$ cat src/rtl/ex4_nibble_packer.sv
// ex4_nibble_packer: collects 4-bit gate-stage results into words and queues
// the finished words in a small FIFO for a valid/ready consumer.
// Optional feature: define EX4_PARITY_EN to add out_par. It is the XOR of all
// word bits, computed when the word is pushed and stored with each FIFO entry.
module ex4_nibble_packer #(
  parameter int NIB_W         = 4,
  parameter int NIBS_PER_WORD = 4,
  parameter int OUT_DEPTH     = 2,
  localparam int WORD_W       = NIB_W * NIBS_PER_WORD,
  localparam int CNT_W        = $clog2(NIBS_PER_WORD + 1)
) (
  input  logic              clk,
  input  logic              rst_n,
  input  logic              in_valid,
  output logic              in_ready,
  input  logic [NIB_W-1:0]  in_y,
  input  logic              in_last,
  output logic              out_valid,
  input  logic              out_ready,
  output logic [WORD_W-1:0] out_data,
  output logic [CNT_W-1:0]  out_cnt
`ifdef EX4_PARITY_EN
  ,
  output logic              out_par
`endif
);

  localparam int PTR_W = (OUT_DEPTH > 1) ? $clog2(OUT_DEPTH) : 1;
  localparam int FC_W  = $clog2(OUT_DEPTH + 2);

  // Collector state
  logic [CNT_W-1:0]  k;
  logic [WORD_W-1:0] col_data;

  // A completed word waits here for one edge before entering the FIFO.
  // This gives the two-edge accept-to-out_valid latency.
  logic              pend_valid;
  logic [WORD_W-1:0] pend_data;
  logic [CNT_W-1:0]  pend_cnt;

  // FIFO storage. The head entry is also mirrored into the output registers.
  logic [WORD_W-1:0] mem_data [OUT_DEPTH];
  logic [CNT_W-1:0]  mem_cnt  [OUT_DEPTH];
  logic [PTR_W-1:0]  wr_ptr, rd_ptr;
  logic [FC_W-1:0]   fifo_count;

`ifdef EX4_PARITY_EN
  logic pend_par;
  logic mem_par [OUT_DEPTH];
  logic head_par;
`endif

  logic              accept, pop, push, complete;
  logic [WORD_W-1:0] word_next;
  logic [FC_W-1:0]   count_next, occ_next;
  logic [PTR_W-1:0]  rd_next, wr_next;
  logic              head_bypass;
  logic [WORD_W-1:0] head_data;
  logic [CNT_W-1:0]  head_cnt;

  // Transfer decode, next occupancy and the next head-of-FIFO value
  always_comb begin
    accept    = in_valid & in_ready;
    pop       = out_valid & out_ready;
    push      = pend_valid;
    complete  = accept & ((k == CNT_W'(NIBS_PER_WORD - 1)) | in_last);
    word_next = col_data | (WORD_W'(in_y) << (NIB_W * int'(k)));

    count_next = fifo_count + FC_W'(push) - FC_W'(pop);
    occ_next   = count_next + FC_W'(complete);

    rd_next = rd_ptr;
    if (pop) rd_next = (rd_ptr == PTR_W'(OUT_DEPTH - 1)) ? '0 : rd_ptr + 1'b1;
    wr_next = (wr_ptr == PTR_W'(OUT_DEPTH - 1)) ? '0 : wr_ptr + 1'b1;

    // A word pushed into a FIFO that is empty after this pop becomes the head.
    // That entry is being written on this same edge, so it is taken directly
    // from the pending register.
    head_bypass = push && ((fifo_count - FC_W'(pop)) == '0);
    head_data   = head_bypass ? pend_data : mem_data[rd_next];
    head_cnt    = head_bypass ? pend_cnt  : mem_cnt[rd_next];
`ifdef EX4_PARITY_EN
    head_par    = head_bypass ? pend_par  : mem_par[rd_next];
`endif
  end

  // Collector: place each accepted nibble at slot k and hand off finished words
  always_ff @(posedge clk) begin
    if (!rst_n) begin
      k          <= '0;
      col_data   <= '0;
      pend_valid <= 1'b0;
      pend_data  <= '0;
      pend_cnt   <= '0;
`ifdef EX4_PARITY_EN
      pend_par   <= 1'b0;
`endif
    end else begin
      pend_valid <= complete;
      if (accept) begin
        if (complete) begin
          pend_data <= word_next;
          pend_cnt  <= k + 1'b1;
`ifdef EX4_PARITY_EN
          pend_par  <= ^word_next;
`endif
          col_data  <= '0;
          k         <= '0;
        end else begin
          col_data <= word_next;
          k        <= k + 1'b1;
        end
      end
    end
  end

  // FIFO storage writes; the contents are only read behind fifo_count
  always_ff @(posedge clk) begin
    if (push) begin
      mem_data[wr_ptr] <= pend_data;
      mem_cnt[wr_ptr]  <= pend_cnt;
`ifdef EX4_PARITY_EN
      mem_par[wr_ptr]  <= pend_par;
`endif
    end
  end

  // FIFO pointers, registered head outputs and registered in_ready
  always_ff @(posedge clk) begin
    if (!rst_n) begin
      wr_ptr     <= '0;
      rd_ptr     <= '0;
      fifo_count <= '0;
      in_ready   <= 1'b0;
      out_valid  <= 1'b0;
      out_data   <= '0;
      out_cnt    <= '0;
`ifdef EX4_PARITY_EN
      out_par    <= 1'b0;
`endif
    end else begin
      if (push) wr_ptr <= wr_next;
      rd_ptr     <= rd_next;
      fifo_count <= count_next;
      in_ready   <= (occ_next < FC_W'(OUT_DEPTH));
      out_valid  <= (count_next != '0);
      if (count_next != '0) begin
        out_data <= head_data;
        out_cnt  <= head_cnt;
`ifdef EX4_PARITY_EN
        out_par  <= head_par;
`endif
      end
    end
  end

endmodule
$ cat config.mk
export PLATFORM = sky130hd
export DESIGN_NAME = ex4_nibble_packer
export DESIGN_NICKNAME = d
export VERILOG_FILES = /design/src/rtl/ex4_nibble_packer.sv
export SDC_FILE = /design/constraint.sdc
export NUM_CORES = 1
export LEC_CHECK = 0
export CAP_MARGIN = 20
export CORE_MARGIN = 10
export CORE_UTILIZATION = 54
export CTS_BUF_LIST = sky130_fd_sc_hd__clkbuf_8
export DETAILED_ROUTE_END_ITERATION = 8
export GPL_TIMING_DRIVEN = 0
export HOLD_SLACK_MARGIN = 0.1
export PLACE_DENSITY = 0.79
export SKIP_LAST_GASP = 1
export SYNTH_ARGS = -nofsm -noshare
export SYNTH_HDL_FRONTEND = slang
export SYNTH_SLANG_ARGS = --single-unit
$ cat constraint.sdc
create_clock -name clk -period 1.6 [get_ports clk]
set_input_delay 0.32 -clock clk [delete_from_list [all_inputs] [get_ports clk]]
set_output_delay 0.32 -clock clk [all_outputs]
set_load 0.02 [all_outputs]
==> impl_metrics.env, run 1 <==
export IMPL_synth_cells=360
export IMPL_clock_insertion_delay_worst_skew_ns=0.37
export IMPL_crit_path_max_fanout=5
export IMPL_grt_use_met3=0.0401
export IMPL_min_path_cells=2
export IMPL_grt_busiest_layer="met2"
export IMPL_layout_cells_most_common="dfxtp_1"
export IMPL_antennaDiodeCount=0
export IMPL_track_usage=0.152
export IMPL_start_util=0.559
export IMPL_die_height_um=107
export IMPL_grt_max_degree=21
export IMPL_detail_route_iter0_violations=135
export IMPL_drive_above_1_share=0.246
export IMPL_syn_area_per_cell_um2=11.4
export IMPL_input_output_buffers=29
export IMPL_async_flop_share=0
export IMPL_rsz0062_at_grt="true"
export IMPL_global_route_usage_met1=0.190
export IMPL_min_delay_start="col_data[15]"
export IMPL_gpl_final_weighted_congestion=0.840
export IMPL_syn_num_nets=372
export IMPL_tritoncts="yes"
export IMPL_route_vias_total=2981
export IMPL_path_class="flop to flop"
export IMPL_wire_length_of_the_first_global_routing_pass_um=13900
export IMPL_violations="setup timing"
export IMPL_finalSetupViolCount=40
export IMPL_final_hold_worst_slack_ns=0.474
export IMPL_worst_path_dominant_cell_family="compound AO/OA/AOI/OAI gates"
export IMPL_final_min_period_over_clock_period=1.10
export IMPL_sequential_element_share_of_the_synthesized_area=0.591
export IMPL_finalNetCount=429
export IMPL_detail_route_first_pass_iterations=4
export IMPL_cap_viol_max_count=0
export IMPL_place_area_um2=4530
export IMPL_p_leak_nw=1.97
export IMPL_synth_warnings=0
export IMPL_start_kind="flop"
export IMPL_core_area_um2=7330
export IMPL_count_of_flip_flops_with_a_built_in_enable_after_synthesis=38
export IMPL_cts_num_sinks=102
export IMPL_largest_voltage_drop_on_the_vdd_net_mv=0.790
export IMPL_final_hold_viol_count=0
export IMPL_floorplan_io_pins=30
export IMPL_layout_common_cells="dfxtp_1, a21oi_1, nor2_1, edfxtp_1"
export IMPL_ctsRootBufferMaster="clkbuf_8"
export IMPL_num_rows=31
export IMPL_hold_path_end="col_data[15]"
export IMPL_relSlewSlack=0.339
export IMPL_grt_overflow_total=0
export IMPL_numCtsBuffers=9
export IMPL_class_of_the_tightest_hold_or_removal_check="flop to flop"
export IMPL_finClkSkew_ns=0.0116
export IMPL_detail_route_vias_per_cell=5.72
export IMPL_drcViolationCount=0
export IMPL_syn2layout_area_growth_pct=22.7
export IMPL_die_area_um2=11500
export IMPL_grt_antenna_before_repair=0
export IMPL_fmax_mhz=566
export IMPL_timing_rr_start="out_valid"
export IMPL_die_width_um=107
export IMPL_antenna_violating_nets_post_route=0
export IMPL_critical_path_max_stage_delay_ns=0.38
export IMPL_finalCriticalPeriod_ns=1.77
export IMPL_synth_ff_latch_count=102
export IMPL_worstPathCellList="a21bo_4 > nand2_4 > ha_4 > xor2_4 > xnor2_2 > o21ai_4 > buf_6 > o32ai_2"
export IMPL_met2_usage=0.243
export IMPL_final_design_area_excluding_fillers_um2=5030
export IMPL_dpl_wire_length_um=5890
export IMPL_cpMaxStageDelayCell="dfxtp_4"
export IMPL_cts_max_path_buffers=2
export IMPL_power_per_cell_area_nw_per_um2=1640
export IMPL_detail_route_wirelength_um=8940
export IMPL_worstMarginPinSlew_ns=0.987
export IMPL_timing_critical_path_to_type="flop"
export IMPL_yosysUniqueCellTypes=41
export IMPL_synth_ff_type="dfxtp_1"
export IMPL_outcome="complete, but fails checks"
export IMPL_cp_buffers_inverters=1
export IMPL_worstPathArrival_ns=2.05
export IMPL_maximum_level_of_the_cts_h_tree=3
export IMPL_wire_per_inst_um=17.2
export IMPL_final_setup_worst_slack_ns=-0.168
export IMPL_clk_transition_reported_paths_ns=0.09
export IMPL_worstReg2RegEnd="out_data[2]"
export IMPL_worst_r2r_cell_count=8
export IMPL_post_synth_instance_area_um2=4100
export IMPL_reg2reg_slack_ns=-0.17
export IMPL_worst_endpoint_required_ns=1.88
export IMPL_slew_viol_final=0
export IMPL_vias_in_the_first_global_route=2804
stage by stage:
step	worst slack, ns	TNS [ns]	power [mW]	std cells	utilization
6_report	-0.168	-3.73	8.26	521	0.686
5_1_grt	-0.235	-7.23	8.65	521	0.686
4_1_cts	-0.187	-4.24	8.14	510	0.667
3_5_place_dp	-0.879	-27.97	6.27	488	0.619
3_3_place_gp	-0.841	-26.25	6.20	488	0.619
2_1_floorplan	-0.118	-1.82	5.29	360	-
worst max-delay path by stage:
stage / from / endpoint / slack [ns] / cells past startpoint
after floorplan: out_valid / out_data[10] / -0.12 / 9
after global placement: out_ready / out_data[14] / -0.84 / 9
after detailed placement: out_ready / out_data[14] / -0.88 / 9
after CTS: fifo_count[0] / out_data[0] / -0.19 / 8
after global routing: out_valid / out_data[2] / -0.24 / 8
final: out_valid / out_data[2] / -0.17 / 8
Yosys cell counts (2+ instances only):
| library cell | count | area share |
|---|---|---|
| dfxtp_1 | 64 | 0.31 |
| a21oi_1 | 50 | 0.061 |
| edfxtp_1 | 38 | 0.28 |
| nor2_1 | 38 | 0.035 |
| nand2_1 | 27 | 0.025 |
| and3_1 | 25 | 0.038 |
| o21ai_0 | 16 | 0.020 |
| o32ai_2 | 16 | 0.063 |
| a211oi_2 | 10 | 0.031 |
| clkbuf_1 | 10 | 0.0092 |
| a211oi_1 | 9 | 0.016 |
| and2_1 | 6 | 0.0092 |
| buf_2 | 6 | 0.0073 |
| nor2b_1 | 5 | 0.0076 |
| buf_4 | 4 | 0.0073 |
| buf_6 | 3 | 0.0082 |
| ha_1 | 3 | 0.0092 |
| o32ai_1 | 3 | 0.0064 |
| a21bo_1 | 2 | 0.0049 |
| nor3b_2 | 2 | 0.0061 |
| o21ai_1 | 2 | 0.0024 |
| xor2_1 | 2 | 0.0043 |
power by group:
part | internal [mW] | switching (mW)
Clock | 0.888 | 0.890
Combinational | 1.46 | 1.67
Sequential | 3.10 | 0.258
Total | 5.44 | 2.82
repair_timing:
item / CTS / global route
resized for setup: 47 / 22
setup endpoints to repair: 85 / 77
pin swaps: 5 / 5
cloned: 1 / 0
hold buffers: 0 / 0
buffers inserted: 5 / 11
cell families after synthesis:
group,Yosys count,share of synthesized area
adder cells (fa/ha/maj),3,0.00916
XOR/XNOR,4,0.0104
AO/OA/AOI/OAI,113,0.215
AND/OR/NAND/NOR,112,0.138
buffers and inverters,26,0.0375
flip-flops,102,0.591
registers in the layout (all words and copies together) (netlist names), 2 cells and up:
signal and count:
col_data 16, fifo_count 2, k 3, mem_cnt 6, mem_data 32, out_cnt 3, out_data 16, pend_cnt 3
pend_data 16
worst min-delay path, stage by stage, from the launching register on:
cell and delay (ns):
dfxtp_1 0.34, a21oi_1 0.04, nor2_1 0.07
layer usage:
| layer | wire length (µm) | vias to the layer above |
|---|---|---|
| li1 | - | 1432 |
| met1 | 3820 | 1448 |
| met2 | 4400 | 85 |
| met3 | 567 | 16 |
| met4 | 157 | 0 |
| met5 | 0 | - |
layout make-up:
cell class | count | area (µm²)
sequential | 102 | 2430
fill | 511 | 2300
timing repair buffer | 46 | 407
clock buffer | 9 | 124
clock inverter | 7 | 97.6
inverter | 2 | 7.51
buffer | 24 | 185
multi-input combinational | 232 | 1650
tap | 99 | 124
Power figures use the tool's default switching activity.
==> inputs of run 2 (changes only) <==
--- a/config.mk
+++ b/config.mk
@@ -7,12 +7,12 @@
 export LEC_CHECK = 0
 export CAP_MARGIN = 20
 export CORE_MARGIN = 10
-export CORE_UTILIZATION = 54
+export CORE_UTILIZATION = 60
 export CTS_BUF_LIST = sky130_fd_sc_hd__clkbuf_8
 export DETAILED_ROUTE_END_ITERATION = 8
 export GPL_TIMING_DRIVEN = 0
 export HOLD_SLACK_MARGIN = 0.1
-export PLACE_DENSITY = 0.79
+export PLACE_DENSITY = 0.83
 export SKIP_LAST_GASP = 1
 export SYNTH_ARGS = -nofsm -noshare
 export SYNTH_HDL_FRONTEND = slang
==> constraint.sdc (replaced) <==
create_clock -name clk -period 1.9 [get_ports clk]
set_input_delay 0.38 -clock clk [delete_from_list [all_inputs] [get_ports clk]]
set_output_delay 0.38 -clock clk [all_outputs]
set_load 0.02 [all_outputs]
==> run 2 against run 1 <==
Net effect: die area down 8.2%; largest power group unchanged; sequential share of layout area up 2.4 points; combinational power down 19%; routed wire length down 0.88%; the run now ends clean.
==> impl_metrics.env, run 2 (synthesized netlist as in run 1, its figures left out) <==
export IMPL_grt_antenna_before_repair=0
export IMPL_finalPower_mw=6.63
export IMPL_crit_path_max_fanout=10
export IMPL_detail_route_vias_per_cell=5.92
export IMPL_die_width_um=103
export IMPL_layout_common_cells="dfxtp_1, a21oi_1, nor2_1, edfxtp_1, clkdlybuf4s50_1"
export IMPL_start_kind="flop"
export IMPL_detail_route_iter0_violations=155
export IMPL_clock_power_share=0.189
export IMPL_largest_voltage_drop_on_the_vdd_net_mv=0.613
export IMPL_clk_transition_reported_paths_ns=0.09
export IMPL_worstReg2RegEnd="out_data[12]"
export IMPL_min_path_cells=2
export IMPL_worstPathArrival_ns=2.12
export IMPL_min_delay_start="col_data[11]"
export IMPL_netSwitchingFraction=0.347
export IMPL_worstPathCellList="a21bo_4 > nand2_2 > ha_4 > xor2_4 > xnor2_2 > o21ai_2 > buf_6 > o32ai_2"
export IMPL_worst_endpoint_required_ns=2.17
export IMPL_cts_num_sinks=102
export IMPL_vias_in_the_first_global_route=2939
export IMPL_cp_buffers_inverters=1
export IMPL_numCtsBuffers=9
export IMPL_cpMaxStageDelayCell="dfxtp_4"
export IMPL_power_per_cell_area_nw_per_um2=1390
export IMPL_floorplan_io_pins=30
export IMPL_timing_critical_path_to_type="flop"
export IMPL_logic_pwr_share=0.381
export IMPL_core_area_um2=6720
export IMPL_worstMarginPinSlew_ns=0.920
export IMPL_num_rows=30
export IMPL_finalSetupViolCount=0
export IMPL_start_util=0.610
export IMPL_tritoncts="yes"
export IMPL_ctsRootBufferMaster="clkbuf_8"
export IMPL_timing_rr_start="out_valid"
export IMPL_antennaDiodeCount=0
export IMPL_fmax_mhz=540
export IMPL_route_vias_total=2889
export IMPL_clock_insertion_delay_worst_skew_ns=0.36
export IMPL_maximum_level_of_the_cts_h_tree=3
export IMPL_top_register="mem_data"
export IMPL_wire_per_inst_um=18.2
export IMPL_p_switching_mw=2.30
export IMPL_detail_route_wirelength_um=8860
export IMPL_met3RoutedLength_um=434
export IMPL_final_cell_count_no_fill=488
export IMPL_p_seq_frac=0.429
export IMPL_drcViolationCount=0
export IMPL_final_min_period_over_clock_period=0.974
export IMPL_layout_cells_most_common="dfxtp_1"
export IMPL_antenna_violating_nets_post_route=0
export IMPL_slew_viol_final=0
export IMPL_die_height_um=103
export IMPL_gpl_final_weighted_congestion=0.841
export IMPL_critical_path_max_stage_delay_ns=0.38
export IMPL_cap_viol_max_count=0
export IMPL_finClkSkew_ns=0.00642
export IMPL_p_leak_nw=1.79
export IMPL_dr_max_layer_used="met4"
export IMPL_wire_length_of_the_first_global_routing_pass_um=14600
export IMPL_hold_path_end="col_data[11]"
export IMPL_count_of_cell_instances_traversed_by_the_critical_path=8
export IMPL_internal_power_of_the_cells_mw=4.33
export IMPL_syn2layout_area_growth_pct=16.6
export IMPL_wl_met2_um=4450
export IMPL_worst_path_dominant_cell_family="compound AO/OA/AOI/OAI gates"
export IMPL_setup_total_negative_slack_ns=0
export IMPL_finalCriticalPeriod_ns=1.85
export IMPL_finalNetCount=415
export IMPL_final_hold_viol_count=0
export IMPL_met1_length_um=3860
export IMPL_drive_above_1_share=0.194
export IMPL_outcome="completed"
export IMPL_dpl_wire_length_um=6080
export IMPL_reg2reg_slack_ns=0.05
export IMPL_largest_register_ff_count=32
export IMPL_class_of_the_tightest_hold_or_removal_check="flop to flop"
export IMPL_detail_route_first_pass_iterations=4
export IMPL_cts_max_path_buffers=2
export IMPL_relSlewSlack=0.387
export IMPL_path_class="flop to flop"
export IMPL_worst_r2r_cell_count=8
export IMPL_input_output_buffers=29
export IMPL_grt_overflow_total=0
export IMPL_rsz0062_at_grt="true"
export IMPL_grt_max_degree=20
export IMPL_die_area_um2=10500
export IMPL_numPlacedInstances=470
export IMPL_track_usage=0.176
run 2: cell count changes in the layout (fill, tap and decap cells not counted), sizes merged:
cell,before,now
inv,3,4
dlygate4sd2,22,1
clkbuf,19,18
buf,31,19
bufinv,2,0
clkdlybuf4s50,7,28
clkinv,3,4
clkinvlp,1,0
run 2: per-layer routing:
metal	track usage	up-vias
met5	0	-
met4	0.0781	0
met3	0.0255	6
met2	0.297	66
met1	0.220	1409
li1	-	1408
run 2: per-stage QoR:
stage	hold slack (ns)	cell area [µm²]	utilization	setup WS, ns
finish	0.474	4780	0.712	0.0485
detailed placement	0.455	4500	0.670	-0.626
floorplan	0.438	4100	-	0.0234
global route	0.508	4780	0.712	-0.0404
CTS	0.477	4740	0.706	-0.0114
global placement	0.448	4490	0.668	-0.549
run 2: timing repair:
item | in CTS | in global routing
pin swaps | 2 | 2
resized for setup | 11 | 9
setup endpoints to repair | 31 | 36
setup buffers | 1 | 1
hold buffers | 0 | 0
run 2: cell type report:
| cell class | instances | area (µm²) |
|---|---|---|
| clock buffers | 10 | 138 |
| plain buffers | 24 | 151 |
| inverters | 2 | 7.51 |
| flip-flops and latches | 102 | 2430 |
| multi-input cells | 232 | 1600 |
| fillers | 484 | 1940 |
| well taps | 80 | 100 |
| clock inverters | 6 | 45.0 |
| repair buffers | 32 | 315 |
run 2: power by group through the flow:
stage	combinational [mW]	clock [mW]	sequential, mW
floorplan	1.37	0	3.09
global route	2.69	1.36	2.89
CTS	2.50	1.28	2.83
finish	2.53	1.26	2.85
detailed placement	2.42	0	2.87
global placement	2.37	0	2.85
run 2: tightest hold or removal path: stages, from the launching register on:
cell and delay [ns]:
dfxtp_1 0.34, a21oi_1 0.04, nor2_1 0.07
run 2: worst max-delay path by stage:
| stage | startpoint | endpoint | slack [ns] |
|---|---|---|---|
| after floorplan | out_valid | out_data[10] | 0.02 |
| after global placement | out_ready | out_data[10] | -0.55 |
| after detailed placement | out_ready | out_data[12] | -0.63 |
| after CTS | out_valid | out_data[12] | -0.01 |
| after global routing | rst_n | out_data[4] | -0.04 |
| final | out_valid | out_data[12] | 0.05 |
==> inputs of run 3 (changes only) <==
==> constraint.sdc (replaced) <==
create_clock -name clk -period 1.85 [get_ports clk]
set_input_delay 0.37 -clock clk [delete_from_list [all_inputs] [get_ports clk]]
set_output_delay 0.37 -clock clk [all_outputs]
set_load 0.02 [all_outputs]
==> run 3 against run 2 <==
Net effect: the flow now finishes with violations (setup timing); hold slack gained 0.0012 ns; setup slack got worse by 0.10 ns; routed wire length is 14% higher; largest power group is now combinational cells; largest cell class unchanged; non-clock buffer count increased by 8; critical path depth unchanged.
==> impl_metrics.env, run 3 (synthesized netlist as in run 1, its figures left out) <==
export IMPL_detail_route_iter0_violations=238
export IMPL_p_switching_mw=2.66
export IMPL_die_width_um=103
export IMPL_outcome="complete, but fails checks"
export IMPL_slew_viol_final=0
export IMPL_grt_antenna_before_repair=0
export IMPL_critical_path_most_common_cell="buf_4"
export IMPL_top_register="mem_data"
export IMPL_route_vias_total=3025
export IMPL_grt_max_degree=21
export IMPL_violations="setup timing"
export IMPL_gpl_final_weighted_congestion=0.851
export IMPL_netSwitchingFraction=0.345
export IMPL_worstPathCellList="a21bo_1 > buf_4 > buf_4 > and3_1 > buf_4 > buf_6 > a211oi_2 > o32ai_4"
export IMPL_ctsRootBufferMaster="clkbuf_8"
export IMPL_final_setup_worst_slack_ns=-0.0536
export IMPL_worstMarginPinSlew_ns=1.02
export IMPL_antenna_violating_nets_post_route=0
export IMPL_worst_path_dominant_cell_family="buffers and inverters"
export IMPL_setup_total_negative_slack_ns=-0.124
export IMPL_nFillCells=439
export IMPL_logic_pwr_share=0.416
export IMPL_wire_per_inst_um=20.4
export IMPL_cts_max_path_buffers=2
export IMPL_die_area_um2=10500
export IMPL_finalNetCount=423
export IMPL_min_delay_start="col_data[11]"
export IMPL_track_usage=0.187
export IMPL_maximum_level_of_the_cts_h_tree=3
export IMPL_final_min_period_over_clock_period=1.03
export IMPL_layout_cells_most_common="dfxtp_1"
export IMPL_largest_voltage_drop_on_the_vdd_net_mv=0.777
export IMPL_p_seq_frac=0.381
export IMPL_power_per_cell_area_nw_per_um2=1540
export IMPL_numPlacedInstances=469
export IMPL_tritoncts="yes"
export IMPL_cts_hold_fix_buffers=0
export IMPL_critical_path_max_stage_delay_ns=0.38
export IMPL_worst_endpoint_required_ns=2.12
export IMPL_final_hold_viol_count=0
export IMPL_syn2layout_area_growth_pct=21.8
export IMPL_clock_insertion_delay_worst_skew_ns=0.38
export IMPL_crit_path_max_fanout=10
export IMPL_die_height_um=103
export IMPL_fin_util=0.743
export IMPL_start_util=0.610
export IMPL_numCtsBuffers=9
export IMPL_dpl_wire_length_um=6080
export IMPL_class_of_the_tightest_hold_or_removal_check="flop to flop"
export IMPL_finalSetupViolCount=7
export IMPL_clk_transition_reported_paths_ns=0.10
export IMPL_floorplan_io_pins=30
export IMPL_path_class="flop to flop"
export IMPL_grt_overflow_total=0
export IMPL_input_output_buffers=29
export IMPL_cts_num_sinks=102
export IMPL_timing_rr_start="out_valid"
export IMPL_detail_route_first_pass_iterations=5
export IMPL_num_rows=30
export IMPL_cpMaxStageDelayCell="dfxtp_4"
export IMPL_setup_slack_placement_ns=-0.649
export IMPL_worstPathArrival_ns=2.17
export IMPL_largest_register_ff_count=32
export IMPL_detail_route_vias_per_cell=6.10
export IMPL_drive_above_1_share=0.214
export IMPL_core_area_um2=6720
export IMPL_antennaDiodeCount=0
export IMPL_setup_worst_path_start="out_valid"
export IMPL_final_cell_count_no_fill=496
export IMPL_place_area_um2=4490
export IMPL_p_leak_nw=1.87
export IMPL_fmax_mhz=525
export IMPL_wire_length_of_the_first_global_routing_pass_um=15200
export IMPL_cp_buffers_inverters=4
export IMPL_layout_common_cells="dfxtp_1, a21oi_1, nor2_1, edfxtp_1, clkdlybuf4s50_1"
export IMPL_cap_viol_max_count=0
export IMPL_finClkSkew_ns=0.00941
export IMPL_timing_critical_path_to_type="flop"
export IMPL_clock_power_share=0.203
export IMPL_drcViolationCount=0
export IMPL_detail_route_wirelength_um=10100
export IMPL_relSlewSlack=0.317
export IMPL_start_kind="flop"
export IMPL_rsz0062_at_grt="true"
export IMPL_final_design_area_excluding_fillers_um2=4990
export IMPL_internal_power_of_the_cells_mw=5.04
export IMPL_vias_in_the_first_global_route=3007
export IMPL_finalCriticalPeriod_ns=1.90
-- run 3: worst min-delay path, stage by stage, from the launching register on --
cell     delay, ns
dfxtp_1       0.34
a21oi_1       0.04
nor2_1        0.07
-- run 3: worst paths after layout --
path                   to  slack [ns]  cells after the start
max           out_data[6]       -0.05                      8
min          col_data[11]        0.48                      2
max reg2reg   out_data[6]       -0.05                      8
min reg2reg  col_data[11]        0.48                      2
-- run 3: layout make-up --
class / count / area, µm² / share of cell area
Buffer: 24 / 160 / 0.0321
Clock buffer: 9 / 124 / 0.0248
Clock inverter: 7 / 95.1 / 0.0190
Inverter: 2 / 7.51 / 0.00150
Multi-Input combinational cell: 232 / 1670 / 0.334
Sequential cell: 102 / 2430 / 0.487
Tap cell: 80 / 100 / 0.0200
Timing Repair Buffer: 40 / 412 / 0.0824
-- run 3: routing by layer --
metal	GRT usage	vias to the layer above	part of all wire
met5	0	-	0
li1	-	1418	-
met1	0.229	1463	0.41
met3	0.0422	14	0.058
met4	0.0640	0	0.013
met2	0.317	130	0.52
-- run 3: stage by stage --
stage,hold slack (ns),power (mW)
final,0.475,7.70
after global routing,0.506,8.00
after CTS,0.479,7.20
after detailed placement,0.456,5.45
after global placement,0.449,5.36
after floorplan,0.438,4.59
-- run 3: repair_timing --
action / 4_1_cts / 5_1_grt
cloned: 0 / 3
pin swaps: 3 / 10
resized for setup: 11 / 26
setup buffers: 6 / 2
hold endpoints to repair: 0 / 0
setup endpoints to repair: 32 / 36
-- run 3: power by group through the flow --
stage                     clock, mW  sequential (mW)  combinational [mW]
after floorplan                   0             3.18                1.41
after global placement            0             2.93                2.43
after detailed placement          0             2.95                2.50
after CTS                      1.56             2.90                2.73
after global routing           1.66             2.97                3.37
final                          1.56             2.93                3.20
